$ cat src/rtl/mem_arbiter_pkg.sv
// Shared FSM encodings, burst constants and counter width for mem_arbiter.
// Round-robin arbitration is enabled by defining MEM_ARB_RR_EN.
package mem_arbiter_pkg;

  localparam logic [2:0] S_IDLE  = 3'd0;
  localparam logic [2:0] S_RADDR = 3'd1;
  localparam logic [2:0] S_RDATA = 3'd2;
  localparam logic [2:0] S_WADDR = 3'd3;
  localparam logic [2:0] S_WDATA = 3'd4;
  localparam logic [2:0] S_WRESP = 3'd5;

  localparam int BEAT_W = 4;

  localparam logic [7:0] AXI_LEN_SINGLE = 8'd0;

  function automatic logic [7:0] burst_len(input int beats);
    return 8'(beats - 1);
  endfunction

endpackage

$ cat src/rtl/mem_arbiter_reg.sv
// Enable-loaded register with asynchronous active-low clear.
// Holds the granted request's payload for the whole transaction.
module mem_arbiter_reg #(
  parameter int W = 8
) (
  input  logic         clk,
  input  logic         rst,
  input  logic         en,
  input  logic [W-1:0] d,
  output logic [W-1:0] q
);

  logic [W-1:0] data_q;
  logic [W-1:0] data_d;

  always_comb begin
    data_d = data_q;
    if (en) data_d = d;
  end

  always_ff @(posedge clk or negedge rst) begin
    if (!rst) data_q <= '0;
    else      data_q <= data_d;
  end

  assign q = data_q;

endmodule

$ cat src/rtl/mem_arbiter.sv
// Icache/dcache arbiter onto a single-outstanding AXI4 subset master.
// Define MEM_ARB_RR_EN for round-robin; otherwise dcache has priority.
module mem_arbiter
  import mem_arbiter_pkg::*;
#(
  parameter int LINE_BEATS = 2,
  parameter int ADDR_W     = 32
) (
  input  logic              clk,
  input  logic              rst,
  input  logic              ic_req,
  input  logic [ADDR_W-1:0] ic_addr,
  output logic              ic_gnt,
  output logic              ic_rvalid,
  output logic [63:0]       ic_rdata,
  output logic              ic_rlast,
  input  logic              ic_kill,
  input  logic              dc_req,
  input  logic              dc_we,
  input  logic [ADDR_W-1:0] dc_addr,
  input  logic [63:0]       dc_wdata,
  input  logic [7:0]        dc_wstrb,
  output logic              dc_gnt,
  output logic              dc_rvalid,
  output logic [63:0]       dc_rdata,
  output logic              dc_rlast,
  output logic              dc_bdone,
  output logic              arvalid,
  input  logic              arready,
  output logic [ADDR_W-1:0] araddr,
  output logic [7:0]        arlen,
  input  logic              rvalid,
  output logic              rready,
  input  logic [63:0]       rdata,
  input  logic              rlast,
  output logic              awvalid,
  input  logic              awready,
  output logic [ADDR_W-1:0] awaddr,
  output logic              wvalid,
  input  logic              wready,
  output logic [63:0]       wdata,
  output logic [7:0]        wstrb,
  output logic              wlast,
  input  logic              bvalid,
  output logic              bready
);

  localparam int LAT_W = 1 + ADDR_W + 64 + 8;

  logic [2:0]        state_q, state_d;
  logic              kill_q, kill_d;
  logic [BEAT_W-1:0] beat_q, beat_d;

  logic              idle, fav_dc, win_dc, win_ic;
  logic              rd_beat;
  logic [LAT_W-1:0]  lat_d, lat_q;
  logic              own_dc;
  logic [ADDR_W-1:0] lat_addr;
  logic [63:0]       lat_wdata;
  logic [7:0]        lat_wstrb;

`ifdef MEM_ARB_RR_EN
  logic rr_q, rr_d;

  always_comb begin
    rr_d = rr_q;
    if (win_dc)      rr_d = 1'b0;
    else if (win_ic) rr_d = 1'b1;
  end

  always_ff @(posedge clk or negedge rst) begin
    if (!rst) rr_q <= 1'b1;
    else      rr_q <= rr_d;
  end

  assign fav_dc = rr_q;
`else
  assign fav_dc = 1'b1;
`endif

  // Grants are gated by reset so nothing leaks out while held.
  assign idle   = (state_q == S_IDLE);
  assign win_dc = rst && idle && dc_req && (fav_dc || !ic_req);
  assign win_ic = rst && idle && ic_req && !win_dc;

  always_comb begin
    lat_d = {1'b0, ic_addr, 64'd0, 8'd0};
    if (win_dc) lat_d = {1'b1, dc_addr, dc_wdata, dc_wstrb};
  end

  mem_arbiter_reg #(.W(LAT_W)) u_lat (
    .clk (clk),
    .rst (rst),
    .en  (win_dc | win_ic),
    .d   (lat_d),
    .q   (lat_q)
  );

  assign {own_dc, lat_addr, lat_wdata, lat_wstrb} = lat_q;

  assign rd_beat = (state_q == S_RDATA) && rvalid;

  always_comb begin
    state_d = state_q;
    case (state_q)
      S_IDLE: begin
        if (win_dc)      state_d = dc_we ? S_WADDR : S_RADDR;
        else if (win_ic) state_d = S_RADDR;
      end
      S_RADDR: if (arready)          state_d = S_RDATA;
      S_RDATA: if (rvalid && rlast)  state_d = S_IDLE;
      S_WADDR: if (awready)          state_d = S_WDATA;
      S_WDATA: if (wready)           state_d = S_WRESP;
      S_WRESP: if (bvalid)           state_d = S_IDLE;
      default:                       state_d = S_IDLE;
    endcase
  end

  always_comb begin
    kill_d = kill_q;
    if (idle) kill_d = 1'b0;
    else if (ic_kill && !own_dc &&
             (state_q == S_RADDR || state_q == S_RDATA))
      kill_d = 1'b1;
  end

  always_comb begin
    beat_d = beat_q;
    if (idle)         beat_d = '0;
    else if (rd_beat) beat_d = beat_q + 1'b1;
  end

  always_ff @(posedge clk or negedge rst) begin
    if (!rst) begin
      state_q <= S_IDLE;
      kill_q  <= 1'b0;
      beat_q  <= '0;
    end else begin
      state_q <= state_d;
      kill_q  <= kill_d;
      beat_q  <= beat_d;
    end
  end

  assign ic_gnt = win_ic;
  assign dc_gnt = win_dc;

  assign arvalid = (state_q == S_RADDR);
  assign araddr  = lat_addr;
  assign arlen   = own_dc ? AXI_LEN_SINGLE : burst_len(LINE_BEATS);
  assign rready  = (state_q == S_RDATA);

  // A kill in the same cycle as a beat already hides that beat.
  assign ic_rvalid = rd_beat && !own_dc && !kill_q && !ic_kill;
  assign ic_rdata  = rdata;
  assign ic_rlast  = ic_rvalid && rlast;
  assign dc_rvalid = rd_beat && own_dc;
  assign dc_rdata  = rdata;
  assign dc_rlast  = dc_rvalid && rlast;

  assign awvalid  = (state_q == S_WADDR);
  assign awaddr   = lat_addr;
  assign wvalid   = (state_q == S_WDATA);
  assign wdata    = lat_wdata;
  assign wstrb    = lat_wstrb;
  assign wlast    = wvalid;
  assign bready   = (state_q == S_WRESP);
  assign dc_bdone = bready && bvalid;

endmodule

$ cat config.mk
export PLATFORM = sky130hd
export DESIGN_NAME = mem_arbiter
export DESIGN_NICKNAME = d
export VERILOG_FILES = /design/src/rtl/mem_arbiter_pkg.sv /design/src/rtl/mem_arbiter_reg.sv /design/src/rtl/mem_arbiter.sv
export SDC_FILE = /design/constraint.sdc
export NUM_CORES = 1
export LEC_CHECK = 0
export CAP_MARGIN = 25
export CORE_AREA = 2 2 193 195
export CTS_CLUSTER_DIAMETER = 120
export CTS_CLUSTER_SIZE = 14
export DETAILED_ROUTE_END_ITERATION = 10
export DIE_AREA = 0 0 195 197
export SLEW_MARGIN = 20
export SYNTH_ARGS = -nofsm -noshare
export SYNTH_HDL_FRONTEND = slang
export SYNTH_SLANG_ARGS = --single-unit
$ cat constraint.sdc
create_clock -name clk -period 3 [get_ports clk]
set_input_delay 0.3 -clock clk [delete_from_list [all_inputs] [get_ports clk]]
set_output_delay 0.3 -clock clk [all_outputs]
set_load 0.005 [all_outputs]
# Yosys cells after proc, flatten, opt, wreduce, memory -nomap -nowiden
# Cells that the tools add are included.
# totals
ff_bits	109
inputBits	212
wordCells	51
# op_classes
n_eq_ne	11
n_mux	13
n_bitwise	1
n_reduce_logical	23
# op_table
cell	count
105-bit 2-to-1 mux	1
3-bit 2-to-1 mux	7
3-bit one-hot mux with 6 select lines	1
1-bit logical AND	15
3-bit by 2-bit == test with 1-bit output, second input constant	2
3-bit == test, second input constant	2
2-bit by 1-bit inequality test with 1-bit output, second input constant	3
6-bit AND reduction	1
1-bit logical NOT	4
2-bit inequality test, second input constant	2
3-bit by 1-bit == test with 1-bit output, second input constant	1
3-bit logical NOT	1
1-bit 2-to-1 mux	3
3-bit by 1-bit inequality test with 1-bit output, second input constant	1
2-bit 2-to-1 mux	1
2-bit nonzero test	1
1-bit logical OR	1
1-bit bitwise OR	1

# Longest topological paths before layout
# Gate-level depths: netlist of run 1.
# logic_depth
ltp_word	8
depth_mapped	7
ltp_nobuf	4

# Cells and area by module
# From an unflattened synthesis of run 1, not the netlist that was laid out.
# hier_totals
cells_unflattened	552
area_unflattened_um2	6817.8
# modules_own_cells
mod	instances	cells_each	area_per_inst_um2	seq_area_each_um2
mem_arbiter_reg	1	222	4149.0	2627.5
mem_arbiter	1	330	2668.8	100.1

# Worst setup path after synthesis of run 1
# No wires, ideal clock.
# synth_timing
kind	register to output
startpoint	register state_q[0]
endpoint	output port ic_rvalid
arrival_time_ns	1.351
required_time_ns	2.700
slack_ns	1.349
path_stages_with_launch	5
path_buffers	1
path_cell_list	dfrtp_1 -> buf_2 -> nor3b_1 -> and2_1 -> nor4b_1
# synth_via
elab_chain_cells	5
# synth_lines
element	line_no	text
from (decl)	mem_arbiter.sv:50	logic [2:0] state_q, state_d;
from (signal assigned)	mem_arbiter.sv:139	state_q <= state_d;
3-bit by 2-bit == test with 1-bit output	n/a	
named net rready	mem_arbiter.sv:33	output logic rready,
1-bit logical AND	mem_arbiter.sv:101	assign rd_beat = (state_q == S_RDATA) && rvalid;
1-bit logical AND (3 in a row)	mem_arbiter.sv:154	assign ic_rvalid = rd_beat && !own_dc && !kill_q && !ic_kill;
to (decl)	mem_arbiter.sv:14	output logic ic_rvalid,
# The timed path passes the listed nets, and every way through them passes these cells.

# Worst setup path after layout of run 1
# layout_timing
startpoint	register state_q[1]
endpoint	output port ic_rlast
# layout_via
elab_chain_cells	6
# layout_lines
element	line_no	text
3-bit by 2-bit == test with 1-bit output	mem_arbiter.sv:101	
1-bit logical AND	mem_arbiter.sv:101	
1-bit logical AND (3 in a row)	mem_arbiter.sv:154	
1-bit logical AND	mem_arbiter.sv:156	assign ic_rlast = ic_rvalid && rlast;
to (decl)	mem_arbiter.sv:16	output logic ic_rlast,
# No other way between the ends.

==> report_table.html, run 1 <==
<table>
<tr><th>Metric</th><th>Value</th></tr>
<tr><th colspan="2">Placement</th></tr>
<tr><td>Last weighted congestion value of the routability-driven placer</td><td>~0.73</td></tr>
<tr><td>Pre-CTS setup slack</td><td>0.751 ns</td></tr>
<tr><td>Final HPWL DP</td><td>between 15 and 20 mm</td></tr>
<tr><td>Quantity of I/O buffers inserted on ports</td><td>297</td></tr>
<tr><th colspan="2">Floorplanning</th></tr>
<tr><td>Die Height</td><td>around 200 um</td></tr>
<tr><td>Number of placement rows</td><td>70</td></tr>
<tr><td>X dimension of the die</td><td>195 um</td></tr>
<tr><td>Core region area</td><td>between 30000 and 40000 sq um</td></tr>
<tr><td>Area of the die</td><td>approximately 38000 sq um</td></tr>
<tr><td>IO Pins</td><td>497</td></tr>
<tr><td>Initial Util</td><td>0.180</td></tr>
<tr><th colspan="2">GRT</th></tr>
<tr><td>Maximum number of pins on one net before global-route repair</td><td>67</td></tr>
<tr><td>Global-route wire length before repair</td><td>28.8 mm</td></tr>
<tr><td>GR Overflow Total</td><td>0</td></tr>
<tr><td>Total routing usage reported by global routing</td><td>0.101</td></tr>
<tr><td>Number of global-route vias before repair</td><td>4288</td></tr>
<tr><td>Antenna violations before repair</td><td>0</td></tr>
<tr><th colspan="2">Critical path</th></tr>
<tr><td>Logic depth of the worst register-to-register path</td><td>6</td></tr>
<tr><td>Cell family contributing the most delay on the critical path</td><td>simple AND/OR/NAND/NOR gates</td></tr>
<tr><td>Maximum fanout encountered on the critical timing path</td><td>10</td></tr>
<tr><td>Worst Path Arrival</td><td>2.39 ns</td></tr>
<tr><td>Reg2Reg Capture Point</td><td>u_lat.q[77]</td></tr>
<tr><td>Crit-path max cell delay</td><td>0.57 ns</td></tr>
<tr><td>Category of the worst setup path capture point</td><td>output port</td></tr>
<tr><td>Critical path buffer and inverter count</td><td>1</td></tr>
<tr><td>Critical Path Sink</td><td>ic_rlast</td></tr>
<tr><td>Data required, critical path</td><td>2.70 ns</td></tr>
<tr><td>Critical Path Source</td><td>state_q[1]</td></tr>
<tr><td>Chain of cells forming the critical path</td><td>nor3b_1, and2_1, nand2_1, nor4_1, clkdlybuf4s50_1</td></tr>
<tr><td>Startpoint types</td><td>flip-flop</td></tr>
<tr><td>Worst path slowest cell</td><td>clkdlybuf4s50_1</td></tr>
<tr><td>Worst Path Class, Setup</td><td>flip-flop to output port</td></tr>
<tr><td>Launch point of the worst reg-to-reg path</td><td>state_q[0]</td></tr>
<tr><td>Critical path depth in cells</td><td>5</td></tr>
<tr><td>Setup slack of the most critical reg-to-reg path</td><td>0.99 ns</td></tr>
<tr><th colspan="2">Power</th></tr>
<tr><td>Post-layout total power</td><td>about 7.3 mW</td></tr>
<tr><td>Pwr Density</td><td>889 nW/um^2</td></tr>
<tr><td>Static Leakage</td><td>roughly 3.4 nW</td></tr>
<tr><td>Largest voltage drop on the vdd net</td><td>0.000312 V</td></tr>
<tr><th colspan="2">Clocking</th></tr>
<tr><td>Number of instances resized during post-cts repair</td><td>0</td></tr>
<tr><td>Number of buffers on the longest clock path</td><td>2</td></tr>
<tr><td>TritonCTS buffer count</td><td>9</td></tr>
<tr><td>Number of buffers added for setup after CTS</td><td>0</td></tr>
<tr><td>CTS Root Cell</td><td>clkbuf_16</td></tr>
<tr><td>Post-CTS clock slew at the launch and capture registers of the worst setup and hold paths</td><td>approximately 0.080 ns</td></tr>
<tr><td>Number of hold buffers added after cts</td><td>0</td></tr>
<tr><td>H-tree depth</td><td>3</td></tr>
<tr><td>CTS Sinks</td><td>between 100 and 150</td></tr>
<tr><td>Insertion delay to the later sink of the worst-skew pair</td><td>0.36 ns</td></tr>
<tr><td>TritonCTS clock tree</td><td>yes</td></tr>
<tr><th colspan="2">Synth</th></tr>
<tr><td>Number of flops mapped to enable cells by yosys</td><td>0</td></tr>
<tr><td>Most common flop cell mapped by yosys</td><td>dfrtp_1</td></tr>
<tr><td>Flop and latch count out of synthesis</td><td>109</td></tr>
<tr><td>Fraction of post-synthesis cell area in the top cell type by area</td><td>0.419</td></tr>
<tr><td>YS warnings</td><td>0</td></tr>
<tr><td>Unique cell type count in the Yosys netlist</td><td>32</td></tr>
<tr><td>Post-synthesis cell area</td><td>6520 sq um</td></tr>
<tr><td>Part of the Yosys area used for sequential elements</td><td>0.419</td></tr>
<tr><td>Leading post-synthesis cells by instance count</td><td>buf_4, dfrtp_1, a22o_1</td></tr>
<tr><td>Cell with the most instances after synthesis</td><td>buf_4</td></tr>
<tr><td>Synth area leaders</td><td>dfrtp_1, buf_4, a22o_1</td></tr>
<tr><td>Fraction of synthesis flops using an asynchronous set or reset pin</td><td>1.00</td></tr>
<tr><td>Library cell with the largest summed area after synthesis</td><td>dfrtp_1</td></tr>
<tr><td>Mean instance size in the synthesized netlist</td><td>10.5 sq um</td></tr>
<tr><td>Count of mapped cells out of synthesis</td><td>623</td></tr>
<tr><th colspan="2">Routing</th></tr>
<tr><td>Average wire length per cell after detail routing</td><td>~18 um</td></tr>
<tr><td>Number of DRC markers in iteration 0</td><td>slightly below 200</td></tr>
<tr><td>Post-detailed-route via-to-cell ratio</td><td>about 3.7</td></tr>
<tr><td>Final routed wirelength across all metal layers</td><td>slightly above 20 mm</td></tr>
<tr><td>Detailed-route via count</td><td>4130</td></tr>
<tr><td>DR DRC count</td><td>0</td></tr>
<tr><td>Detailed Routing Iterations Pass 1</td><td>4</td></tr>
<tr><td>DRT antenna net count</td><td>0</td></tr>
<tr><th colspan="2">Worst hold path</th></tr>
<tr><td>Path type of the worst min-delay path</td><td>primary input to async pin</td></tr>
<tr><th colspan="2">Status</th></tr>
<tr><td>Run status</td><td>finished clean</td></tr>
<tr><th colspan="2">Final layout</th></tr>
<tr><td>Footprint of the multi-input gates</td><td>1550 sq um</td></tr>
<tr><td>Area growth from synthesis to final layout</td><td>26.6%</td></tr>
<tr><td>Nets</td><td>858</td></tr>
<tr><td>Share of layout cells above drive strength 1</td><td>0.0553</td></tr>
<tr><td>Antenna Diode Count</td><td>0</td></tr>
<tr><td>Sequential Area</td><td>2730 sq um</td></tr>
<tr><td>FILL cells</td><td>approximately 3.9k</td></tr>
<tr><th colspan="2">STA</th></tr>
<tr><td>Final count of pins violating max slew</td><td>0</td></tr>
<tr><td>Number of failing setup endpoints in the final timing report</td><td>0</td></tr>
<tr><td>Slew HR</td><td>0.461</td></tr>
<tr><td>Final worst clock skew</td><td>between 0.01 and 0.015 ns</td></tr>
<tr><td>Final worst path period need</td><td>2.69 ns</td></tr>
<tr><td>Min Hold Slack</td><td>0.142 ns</td></tr>
<tr><td>Unrepaired setup endpoints after global routing</td><td>no</td></tr>
<tr><td>Slew at the pin closest to its max-slew limit</td><td>around 0.81 ns</td></tr>
<tr><td>Post-layout worst setup margin</td><td>0.308 ns</td></tr>
<tr><td>Post-Route Setup TNS</td><td>0 ns</td></tr>
<tr><td>Final hold violation count</td><td>0</td></tr>
<tr><td>Fraction of the cycle the final worst path needs</td><td>0.897</td></tr>
<tr><td>Maximum operating frequency</td><td>372 MHz</td></tr>
<tr><th colspan="2">Run</th></tr>
<tr><td>Max-cap violation count</td><td>0</td></tr>
</table>
==> flip-flops by register name (all words and copies together), names as in the netlist <==
register / cells
u_lat.q: 105
kill_q: 1
state_q: 3
==> metal layers <==
metal	vias up	part of all wire	global-route usage	routed length [um]
li1	1871	-	-	-
met1	1955	0.36	0.107	7340
met2	227	0.52	0.182	10500
met3	77	0.078	0.0294	1580
met4	0	0.038	0.0554	772
met5	-	0	0	0
==> placed cells by master, fill, tap and decap left out, types with 2 or more instances in the layout <==
cell type	netlist	final
a21oi_1	3	3
nor2_1	9	9
a21o_1	2	2
a22o_1	73	73
o21ai_1	26	26
nand2_1	37	37
dfrtp_1	109	109
nand2b_1	2	2
conb_1	1	7
inv_6	0	2
o21ai_2	7	6
buf_4	272	8
clkbuf_16	0	9
and2_1	4	3
o21ai_0	2	2
inv_1	2	2
clkdlybuf4s50_1	0	296
mux2i_1	32	32
buf_12	3	3
==> how the worst min path moves through the flow <==
stage           startpoint      endpoint  cells past startpoint  slack [ns]
2_1_floorplan          rst        kill_q                      0       0.004
3_3_place_gp   u_lat.q[48]   u_lat.q[48]                      1        0.48
3_5_place_dp   u_lat.q[15]   u_lat.q[15]                      1        0.48
4_1_cts                rst  u_lat.q[104]                      2        0.19
5_1_grt                rst    state_q[0]                      2        0.22
6_report               rst  u_lat.q[104]                      2        0.14
==> metrics by stage <==
stage / cells / util / cell area [sq um]
finish: 1119 / 0.228 / 8250
global route: 1119 / 0.228 / 8250
CTS: 1119 / 0.228 / 8250
detailed placement: 1103 / 0.219 / 7960
global placement: 1103 / 0.219 / 7960
floorplan: 629 / - / 6540
==> worst reg2reg max path: stages, from the launching register on <==
cell and delay [ns]:
dfrtp_1 0.38, buf_4 0.18, nor4b_4 0.37, and2_4 0.24, buf_12 0.30, mux2i_1 0.34
o21ai_1 0.08
==> cell families (layout without fill, tap and decap cells) <==
logic type,Yosys count,count (layout),share of synthesized area
other,1,7,0.000575
muxes,33,33,0.0509
and+or+nand+nor,59,59,0.0418
buffers and inverters,303,325,0.348
AOI/OAI and AO/OA,118,118,0.140
DFF,109,109,0.419
==> where the power goes <==
part | total [mW] | internal (mW) | leakage [nW] | switching (mW)
logic | 3.54 | 2.21 | 1.86 | 1.32
registers | 2.56 | 2.10 | 1.39 | 0.454
clock network | 1.25 | 0.656 | 0.143 | 0.592
total | 7.34 | 4.97 | 3.39 | 2.37
==> final cells by class <==
cell class              instances  area share
repair buffers                307       0.374
flip-flops and latches        109       0.330
multi-input cells             217       0.188
well taps                     468      0.0709
clock buffers                  10      0.0277
clock inverters                 6     0.00834
inverters                       2    0.000910
(Power assumes the default switching activity.)
==> run 2: changes to the inputs <==
- CORE_AREA: 2 2 193 195 -> 2 2 194 196
- DIE_AREA: 0 0 195 197 -> 0 0 196 198
- SYNTH_HIERARCHICAL: unset -> 1
==> report_table.html, run 2 <==
<table>
<tr><th>Metric</th><th>Value</th></tr>
<tr><th colspan="2">Status</th></tr>
<tr><td>Run status</td><td>finished clean</td></tr>
<tr><th colspan="2">Routing</th></tr>
<tr><td>Post-detailed-route via-to-cell ratio</td><td>3.61</td></tr>
<tr><td>Number of DRC markers in iteration 0</td><td>95</td></tr>
<tr><td>Average wire length per cell after detail routing</td><td>roughly 16 um</td></tr>
<tr><td>Detailed-route via count</td><td>4208</td></tr>
<tr><td>DR DRC count</td><td>0</td></tr>
<tr><td>Detailed Routing Iterations Pass 1</td><td>4</td></tr>
<tr><td>DRT antenna net count</td><td>0</td></tr>
<tr><td>Final routed wirelength across all metal layers</td><td>18.2 mm</td></tr>
<tr><th colspan="2">Critical path</th></tr>
<tr><td>Reg2Reg Capture Point</td><td>u_lat/q[77]</td></tr>
<tr><td>Data required, critical path</td><td>2.70 ns</td></tr>
<tr><td>Startpoint types</td><td>flip-flop</td></tr>
<tr><td>Worst Path Class, Setup</td><td>flip-flop to output port</td></tr>
<tr><td>Worst Path Arrival</td><td>between 2 and 2.5 ns</td></tr>
<tr><td>Setup slack of the most critical reg-to-reg path</td><td>0.91 ns</td></tr>
<tr><td>Maximum fanout encountered on the critical timing path</td><td>9</td></tr>
<tr><td>Category of the worst setup path capture point</td><td>output port</td></tr>
<tr><td>Logic depth of the worst register-to-register path</td><td>5</td></tr>
<tr><td>Launch point of the worst reg-to-reg path</td><td>state_q[1]</td></tr>
<tr><th colspan="2">Floorplanning</th></tr>
<tr><td>IO Pins</td><td>497</td></tr>
<tr><td>Initial Util</td><td>0.184</td></tr>
<tr><td>Core region area</td><td>37000 sq um</td></tr>
<tr><td>Die Height</td><td>198 um</td></tr>
<tr><td>Number of placement rows</td><td>71</td></tr>
<tr><td>X dimension of the die</td><td>196 um</td></tr>
<tr><td>Area of the die</td><td>38800 sq um</td></tr>
<tr><th colspan="2">GRT</th></tr>
<tr><td>Global-route wire length before repair</td><td>26.8 mm</td></tr>
<tr><td>Antenna violations before repair</td><td>1</td></tr>
<tr><td>GR Overflow Total</td><td>0</td></tr>
<tr><td>Total routing usage reported by global routing</td><td>0.0917</td></tr>
<tr><td>Maximum number of pins on one net before global-route repair</td><td>62</td></tr>
<tr><td>Number of global-route vias before repair</td><td>4427</td></tr>
<tr><th colspan="2">Synth</th></tr>
<tr><td>Flop and latch count out of synthesis</td><td>109</td></tr>
<tr><td>Cell with the most instances after synthesis</td><td>buf_4</td></tr>
<tr><td>Part of the Yosys area used for sequential elements</td><td>0.400</td></tr>
<tr><td>Fraction of post-synthesis cell area in the top cell type by area</td><td>0.400</td></tr>
<tr><td>Post-synthesis cell area</td><td>6820 sq um</td></tr>
<tr><td>Synth area leaders</td><td>dfrtp_1, buf_4, mux2_4</td></tr>
<tr><td>Unique cell type count in the Yosys netlist</td><td>26</td></tr>
<tr><td>Leading post-synthesis cells by instance count</td><td>buf_4, dfrtp_1, mux2_4</td></tr>
<tr><td>Fraction of synthesis flops using an asynchronous set or reset pin</td><td>1.00</td></tr>
<tr><td>YS warnings</td><td>6</td></tr>
<tr><td>Most common flop cell mapped by yosys</td><td>dfrtp_1</td></tr>
<tr><td>Mean instance size in the synthesized netlist</td><td>12.4 sq um</td></tr>
<tr><td>Count of mapped cells out of synthesis</td><td>552</td></tr>
<tr><td>Number of flops mapped to enable cells by yosys</td><td>0</td></tr>
<tr><td>Library cell with the largest summed area after synthesis</td><td>dfrtp_1</td></tr>
<tr><th colspan="2">STA</th></tr>
<tr><td>Fraction of the cycle the final worst path needs</td><td>0.857</td></tr>
<tr><td>Post-Route Setup TNS</td><td>0 ns</td></tr>
<tr><td>Min Hold Slack</td><td>0.507 ns</td></tr>
<tr><td>Maximum operating frequency</td><td>389 MHz</td></tr>
<tr><td>Final worst path period need</td><td>about 2.6 ns</td></tr>
<tr><td>Slew HR</td><td>0.416</td></tr>
<tr><td>Final count of pins violating max slew</td><td>0</td></tr>
<tr><td>Slew at the pin closest to its max-slew limit</td><td>0.877 ns</td></tr>
<tr><td>Number of failing setup endpoints in the final timing report</td><td>0</td></tr>
<tr><td>Unrepaired setup endpoints after global routing</td><td>no</td></tr>
<tr><td>Final worst clock skew</td><td>0.00506 ns</td></tr>
<tr><td>Final hold violation count</td><td>0</td></tr>
<tr><th colspan="2">Clocking</th></tr>
<tr><td>Number of buffers on the longest clock path</td><td>2</td></tr>
<tr><td>TritonCTS buffer count</td><td>9</td></tr>
<tr><td>Insertion delay to the later sink of the worst-skew pair</td><td>0.37 ns</td></tr>
<tr><td>Number of buffers added for setup after CTS</td><td>0</td></tr>
<tr><td>CTS Root Cell</td><td>clkbuf_16</td></tr>
<tr><td>Number of hold buffers added after cts</td><td>1</td></tr>
<tr><td>Post-CTS clock slew at the launch and capture registers of the worst setup and hold paths</td><td>0.07 ns</td></tr>
<tr><td>H-tree depth</td><td>3</td></tr>
<tr><td>TritonCTS clock tree</td><td>yes</td></tr>
<tr><td>Number of instances resized during post-cts repair</td><td>0</td></tr>
<tr><td>CTS Sinks</td><td>109</td></tr>
<tr><th colspan="2">Power</th></tr>
<tr><td>Cell Int Power</td><td>around 4.8 mW</td></tr>
<tr><td>Power share of the sequential group</td><td>0.349</td></tr>
<tr><td>Power dissipated by switching net loads</td><td>1.97 mW</td></tr>
<tr><td>Combinational cell fraction of total power</td><td>0.472</td></tr>
<tr><td>Fraction of power spent switching nets</td><td>0.291</td></tr>
<tr><td>Pwr Density</td><td>724 nW/um^2</td></tr>
<tr><td>Largest voltage drop on the vdd net</td><td>roughly 0.00026 V</td></tr>
<tr><td>Static Leakage</td><td>just under 4 nW</td></tr>
<tr><td>Clock Power Share</td><td>0.179</td></tr>
<tr><th colspan="2">Final layout</th></tr>
<tr><td>Area growth from synthesis to final layout</td><td>36.9%</td></tr>
<tr><td>Nets</td><td>~900</td></tr>
<tr><td>Share of layout cells above drive strength 1</td><td>0.250</td></tr>
<tr><td>Most common cell after layout, fill and taps aside</td><td>clkdlybuf4s50_1</td></tr>
<tr><td>Most frequent cells in the layout</td><td>clkdlybuf4s50_1, dfrtp_1, mux2_4</td></tr>
<tr><td>Flip-flop count of the largest register, all copies and words added</td><td>105</td></tr>
<tr><th colspan="2">Placement</th></tr>
<tr><td>Final HPWL DP</td><td>14.0 mm</td></tr>
<tr><td>Last weighted congestion value of the routability-driven placer</td><td>0.738</td></tr>
<tr><td>Quantity of I/O buffers inserted on ports</td><td>~300</td></tr>
<tr><th colspan="2">Run</th></tr>
<tr><td>Max-cap violation count</td><td>0</td></tr>
<tr><th colspan="2">Worst hold path</th></tr>
<tr><td>Path type of the worst min-delay path</td><td>flip-flop to flip-flop</td></tr>
<tr><td>Number of stages on the worst hold path</td><td>1</td></tr>
<tr><td>End point of the worst hold path</td><td>u_lat/q[38]</td></tr>
<tr><td>Origin of the worst min-delay path</td><td>u_lat/q[38]</td></tr>
</table>
[run 2: changes by cell type after synthesis, sizes merged, moves of 30 or more]
cell / before / now
mux2: 1 / 139
mux2i: 32 / 2
a22o: 73 / 0
o21ai: 35 / 2
buf: 290 / 193
and2: 4 / 73
nand2: 37 / 6
[run 2: per-layer routing]
metal / track usage / vias to the layer above / share of wire
met5: 0 / - / 0.00039
met4: 0.0410 / 2 / 0.028
met3: 0.0484 / 47 / 0.11
met2: 0.153 / 243 / 0.48
met1: 0.0962 / 2007 / 0.38
li1: - / 1909 / -
[run 2: critical path, cell delays in order, from the launching register on]
cell and delay [ns]:
dfrtp_1 0.54, nor3b_1 0.45, nand3_1 0.16, nor4_1 0.21, clkdlybuf4s50_1 0.55
[run 2: worst max path at each step]
stage                    start          end  slack [ns]  depth (start not counted)
floorplan           state_q[1]  u_lat/q[77]        1.18                          7
global placement        dc_req  u_lat/q[75]        0.82                          5
detailed placement      dc_req  u_lat/q[72]        0.80                          5
CTS                 state_q[1]     ic_rlast        0.39                          4
global route        state_q[1]     ic_rlast        0.25                          4
finish              state_q[1]     ic_rlast        0.43                          4
[run 2: final cells by class]
type                    instances  area (sq um)
inverters                       1          3.75
repair buffers                312          3150
flip-flops and latches        109          2730
fillers                      3923         27600
diodes                          1          2.50
clock buffers                  10           239
multi-input cells             254          2570
clock inverters                 6          46.3
well taps                     474           593
[run 2: power groups by stage]
stage | clock (mW) | sequential, mW | combinational (mW)
finish | 1.21 | 2.36 | 3.19
global placement | 0 | 2.37 | 3.21
global route | 1.35 | 2.43 | 3.41
floorplan | 0 | 2.31 | 1.88
detailed placement | 0 | 2.39 | 3.24
CTS | 1.31 | 2.37 | 3.25
[run 2: kinds of logic (layout without fill, tap and decap cells)]
family | Yosys count | in the layout | synth area share
flip-flops | 109 | 109 | 0.400
other | 1 | 8 | 0.000550
buffers and inverters | 195 | 329 | 0.228
AND/OR/NAND/NOR | 101 | 101 | 0.0892
AO/OA/AOI/OAI | 5 | 5 | 0.00440
multiplexers | 141 | 141 | 0.278
[run 2: per-stage QoR]
step,utilization,power [mW],cells,setup WS [ns],cell area [sq um]
4_1_cts,0.252,6.93,1166,0.387,9330
6_report,0.252,6.76,1167,0.429,9330
5_1_grt,0.252,7.19,1166,0.249,9330
3_5_place_dp,0.244,5.63,1149,0.795,9030
2_1_floorplan,-,4.18,558,1.18,6840
3_3_place_gp,0.244,5.59,1149,0.819,9030
